--- src/rtl/sgd_mul_lanes.sv ---
// Four-lane time-multiplexed Q(LENGTH-FRAC).FRAC multiply datapath for the SGD engine.
// Sweeps 15 feature slots through four Baugh-Wooley multipliers in four cycles.
module sgd_mul_lanes #(
   parameter int unsigned LENGTH = 16,
   parameter int unsigned FRAC   = 8
) (
   input  logic                   CLK,
   input  logic                   RST,
   input  logic                   start,
   input  logic                   mode,
   input  logic [15*LENGTH-1:0]   x_bus,
   input  logic [15*LENGTH-1:0]   w_bus,
   input  logic [LENGTH-1:0]      error,
   input  logic [3:0]             learn_rate,
   output logic [4*LENGTH-1:0]    p_bus,
   output logic [1:0]             sel,
   output logic                   valid,
   output logic                   busy
);

   localparam int unsigned NUM_FEAT  = 15;
   localparam int unsigned NUM_LANES = 4;
   localparam int unsigned PW        = 2 * LENGTH;

   typedef enum logic [0:0] {S_IDLE, S_RUN} state_t;

   state_t            state_q, state_d;
   logic [1:0]        cnt_q, cnt_d;
   logic              mode_q, mode_d;
   logic              load;
   logic [LENGTH-1:0] err_scaled;
   logic [4*LENGTH-1:0] prod_bus;

   // Signed array multiply: complemented sign cross-terms plus the two
   // constant correction bits make an unsigned row sum equal the signed product.
   function automatic logic [LENGTH-1:0] bw_mul(input logic [LENGTH-1:0] a,
                                                input logic [LENGTH-1:0] b);
      logic [PW-1:0] acc;
      logic [PW-1:0] row;
      logic          pp;
      acc             = '0;
      acc[LENGTH]     = 1'b1;
      acc[PW-1]       = 1'b1;
      for (int i = 0; i < int'(LENGTH); i++) begin
         row = '0;
         for (int j = 0; j < int'(LENGTH); j++) begin
            pp = a[i] & b[j];
            if ((i == int'(LENGTH) - 1) != (j == int'(LENGTH) - 1))
               pp = ~pp;
            row[i + j] = pp;
         end
         acc = acc + row;
      end
      return acc[FRAC+LENGTH-1:FRAC];
   endfunction

   assign err_scaled = LENGTH'($signed(error) >>> learn_rate);

   // Per-lane operand muxes and multiplier; slot 16 (lane 4, cycle 3) is dead.
   for (genvar k = 0; k < int'(NUM_LANES); k++) begin : g_lane
      logic [LENGTH-1:0] x_opt [NUM_LANES];
      logic [LENGTH-1:0] w_opt [NUM_LANES];
      logic [NUM_LANES-1:0] live_v;
      logic [LENGTH-1:0] a_op;
      logic [LENGTH-1:0] b_op;

      for (genvar c = 0; c < int'(NUM_LANES); c++) begin : g_slot
         if (4 * k + c < int'(NUM_FEAT)) begin : g_live
            assign x_opt[c]  = x_bus[LENGTH*(NUM_FEAT-1-4*k-c) +: LENGTH];
            assign w_opt[c]  = w_bus[LENGTH*(NUM_FEAT-1-4*k-c) +: LENGTH];
            assign live_v[c] = 1'b1;
         end else begin : g_dead
            assign x_opt[c]  = '0;
            assign w_opt[c]  = '0;
            assign live_v[c] = 1'b0;
         end
      end

      always_comb begin
         a_op = '0;
         b_op = '0;
         if (live_v[cnt_q]) begin
            a_op = x_opt[cnt_q];
            b_op = mode_q ? err_scaled : w_opt[cnt_q];
         end
      end

      assign prod_bus[LENGTH*(NUM_LANES-1-k) +: LENGTH] = bw_mul(a_op, b_op);
   end

   // Sweep control state register.
   always_ff @(posedge CLK) begin
      if (RST) begin
         state_q <= S_IDLE;
         cnt_q   <= 2'd0;
         mode_q  <= 1'b0;
      end else begin
         state_q <= state_d;
         cnt_q   <= cnt_d;
         mode_q  <= mode_d;
      end
   end

   // Next-state: start accepted when idle or on the last cycle of a sweep.
   always_comb begin
      state_d = state_q;
      cnt_d   = cnt_q;
      mode_d  = mode_q;
      load    = 1'b0;
      case (state_q)
         S_IDLE: begin
            if (start) begin
               state_d = S_RUN;
               cnt_d   = 2'd0;
               mode_d  = mode;
            end
         end
         S_RUN: begin
            load  = 1'b1;
            cnt_d = cnt_q + 2'd1;
            if (cnt_q == 2'd3) begin
               cnt_d = 2'd0;
               if (start)
                  mode_d = mode;
               else
                  state_d = S_IDLE;
            end
         end
         default: begin
            state_d = S_IDLE;
            cnt_d   = 2'd0;
         end
      endcase
   end

   // Registered outputs; products and sel hold after the sweep ends.
   always_ff @(posedge CLK) begin
      if (RST) begin
         p_bus <= '0;
         sel   <= 2'd0;
         valid <= 1'b0;
         busy  <= 1'b0;
      end else begin
         valid <= load;
         busy  <= (state_d == S_RUN);
         if (load) begin
            p_bus <= prod_bus;
            sel   <= cnt_q;
         end
      end
   end

endmodule

--- config.mk ---
export PLATFORM = sky130hd
export DESIGN_NAME = sgd_mul_lanes
export DESIGN_NICKNAME = d
export VERILOG_FILES = /design/src/rtl/sgd_mul_lanes.sv
export SDC_FILE = /design/constraint.sdc
export NUM_CORES = 2
export LEC_CHECK = 0
export ABC_AREA = 1
export CORE_MARGIN = 4
export CORE_UTILIZATION = 50
export CTS_BUF_LIST = sky130_fd_sc_hd__clkbuf_4 sky130_fd_sc_hd__clkbuf_8 sky130_fd_sc_hd__clkbuf_16
export CTS_CLUSTER_DIAMETER = 30
export DETAILED_ROUTE_END_ITERATION = 8
export GPL_TIMING_DRIVEN = 1
export PLACE_DENSITY = 0.76
export RECOVER_POWER = 25
export SLEW_MARGIN = 20
export SYNTH_ARGS = -nofsm -noshare
export SYNTH_HDL_FRONTEND = slang
export SYNTH_SLANG_ARGS = --single-unit
--- constraint.sdc ---
create_clock -name CLK -period 11.1 [get_ports CLK]
set_clock_uncertainty 0.1 [all_clocks]
set_input_delay 1.665 -clock CLK [delete_from_list [all_inputs] [get_ports CLK]]
set_output_delay 1.665 -clock CLK [all_outputs]
set_load 0.05 [all_outputs]
==> impl_metrics.json <==
{
  "grt_overflow_total": 0,
  "hold_slack_ns": 0.386,
  "finalSetupTns_ns": 0,
  "dieHeight_um": 270,
  "maximum_fanout_encountered_on_the_critical_timing_path": 16,
  "post-place-ws_ns": 0.742,
  "final-max-slew-violation-count": 74,
  "hpwl_mm": 106,
  "area_delta_synth_final_pct": 19.0,
  "reg2reg_start": "cnt_q[1]",
  "cp-start-kind": "primary input",
  "ys_types": 56,
  "syn-mean-instance-area_um2": 7.35,
  "worst_skew_pair.late_latency_ns": 0.40,
  "via_count_of_the_first_global_routing_pass": 33900,
  "max-slew-margin-rel_pct": -61.6,
  "cts_inserted_buffers": 9,
  "cts_root_buf": "sky130_fd_sc_hd__clkbuf_16",
  "tritoncts_clock_tree": "yes",
  "rows": 95,
  "mappedNetlistNets": 6075,
  "grt_pass1_wl_mm": 195,
  "fin_util_pct": 60.4,
  "slowest_stage": "sky130_fd_sc_hd__clkdlybuf4s50_1",
  "whs_endpoint": "p_bus[13]",
  "routed_wirelength_mm": 126,
  "cts_sinks": 71,
  "detail_route.first_pass.iterations": 6,
  "crit_path_frequent_cell": "sky130_fd_sc_hd__nand2_1",
  "antenna_found_initial": 2,
  "hold_path.class": "reg2reg",
  "io_pins": 572,
  "finalSetupViolations": 0,
  "path_clk_slew_ns": 0.10,
  "nFillCells": 6214,
  "unrepaired_setup_endpoints_after_global_routing": "false",
  "drtAntennaViolNets": 0,
  "cp-end-kind": "register",
  "cp_required_ns": 11.31,
  "most_common_cell_after_layout_fill_and_taps_aside": "sky130_fd_sc_hd__nand2_1",
  "clock_tree.htree_level_count": 3,
  "core_area_um2": 67600,
  "failed_checks": "max-capacitance violations, max-slew violations",
  "fin_ws_ns": 0.980,
  "critical-path-top-delay-family": "adder cells",
  "antenna-diode-count": 0,
  "initial_utilization_pct": 50.7,
  "detail_route.iter0.violations": 2627,
  "ys_warn_count": 0,
  "port_buffers": 571,
  "final_layout_size_suffix_gt1_share_pct": 4.67,
  "post_cts_hold_buffer_count": 0,
  "timing.fmax_ghz": 0.0988,
  "synth_enable_flop_cells": 0,
  "ys_seq_area_share_pct": 4.14,
  "die-area_um2": 72900,
  "postCtsResizedCells": 0,
  "hold_depth": 2,
  "postCtsSetupRepairBufs": 0,
  "hold_start": "p_bus[13]",
  "measured_slew_at_the_worst_slew_check_pin_ns": 2.42,
  "period_share_pct": 91.2,
  "r2r_slack_ns": 2.29,
  "wirelength_per_cell_um": 21.1,
  "grt_max_degree": 149,
  "synth.cell_area_um2": 34300,
  "timing.final.hold_violations": 0,
  "path_buf_inv": 6,
  "cpPeakStageDelay_ns": 0.75,
  "grt.total_usage_pct": 34.6,
  "synth_ff_type": "sky130_fd_sc_hd__dfxtp_1",
  "ff_to_ff_path_depth": 33,
  "number_of_max_cap_violations": 2,
  "timing.setup.critical_path_class": "in2reg",
  "layout.nets": 6515,
  "netlist_instances": 4669,
  "die_x_um": 270,
  "ys_seq_elements": 71,
  "globalplace.congestion": 1.00,
  "finalCriticalPeriod_ns": 10.12,
  "detail_route.vias_per_cell": 5.51,
  "detail_route.drc_violations": 0,
  "run_status": "complete, but fails checks",
  "r2r_end": "p_bus[61]",
  "most-common-layout-cells": "sky130_fd_sc_hd__nand2_1 (1114), sky130_fd_sc_hd__inv_1 (913), sky130_fd_sc_hd__fa_1 (688)",
  "dr_total_vias": 33000,
  "max-clock-path-buffers": 2,
  "async_reset_ff_share_pct": 0,
  "arrival_ns": 10.33
}
==> registers in the layout, indices dropped and copies added, names as in the netlist <==
name,flops
mode_q,1
valid,1
p_bus,64
cnt_q,2
sel,2
busy,1
==> how the worst max path moves through the flow <==
stage,from,endpoint,slack [ns],depth (start not counted)
after floorplan,learn_rate[1],p_bus[61],3.01,37
after CTS,learn_rate[1],p_bus[61],1.18,36
after global placement,learn_rate[1],p_bus[61],1.02,36
after detailed placement,learn_rate[1],p_bus[61],0.74,36
after global routing,learn_rate[1],p_bus[61],0.47,36
final,learn_rate[1],p_bus[61],0.98,36
==> kinds of logic (layout without fill, tap and decap cells) <==
| logic type | after synthesis | count (layout) | synth area share (%) |
|---|---|---|---|
| simple gates | 2023 | 2023 | 24.2 |
| buf+inv | 1141 | 1586 | 13.4 |
| fa+ha+maj | 902 | 902 | 48.0 |
| compound gates | 473 | 473 | 8.80 |
| flops | 71 | 71 | 4.14 |
| xor+xnor | 59 | 59 | 1.51 |
==> through the flow <==
step	std cells	instance area [um^2]
after floorplan	4669	34300
after global placement	5970	40500
after detailed placement	5970	40500
after CTS	5986	40800
after global routing	5987	40800
final	5987	40800
==> worst reg2reg max path, delay by kind of cell, from the launching register on <==
kind                     cells  cell delay, ns
adder cells (fa/ha/maj)      7            3.09
AO/OA/AOI/OAI                9            2.46
AND/OR/NAND/NOR             12            1.56
buffers and inverters        5            0.79
flip-flops                   1            0.78
==> area by class of cell <==
class                           count  area (um^2)  share of cell area (%)
Inverter                          945         3560                    8.72
Multi-Input combinational cell   3457        28300                    69.3
Clock inverter                      6         53.8                   0.132
Clock buffer                       10          250                   0.613
Timing Repair Buffer              625         6140                    15.0
Tap cell                          873         1090                    2.68
Sequential cell                    71         1430                    3.51
==> cells in the mapped netlist, drive strengths merged, types with 3 or more instances <==
cell type	n	share of area, %
a32oi	40	1.6
inv	934	10
o21ai	165	2.4
xnor2	24	0.61
or2	90	1.6
a221o	20	0.58
ha	214	7.8
a21o	8	0.18
a32o	7	0.20
dfxtp	71	4.1
a21oi	187	2.9
nor3	7	0.10
clkinv	11	0.12
nand3b	17	0.37
nor4	3	0.055
buf	132	2.3
nand4	12	0.24
nor2	581	6.4
a31oi	13	0.24
o211ai	18	0.39
fa	688	40
o21bai	7	0.15
nand3	169	2.5
xor2	35	0.89
clkbuf	64	0.70
nand2	1140	13
==> routing by layer <==
layer	part of all wire (%)	track usage [%]	vias to the layer above	routed length [um]
li1	-	-	14900	-
met1	38	42.6	16000	47600
met2	46	55.9	1782	57700
met3	10	9.54	363	13100
met4	6.3	17.8	2	7900
met5	0.010	0	-	13
Power is not shown: default switching activity piles up to over one toggle a cycle in this logic, so the estimate is an artifact.
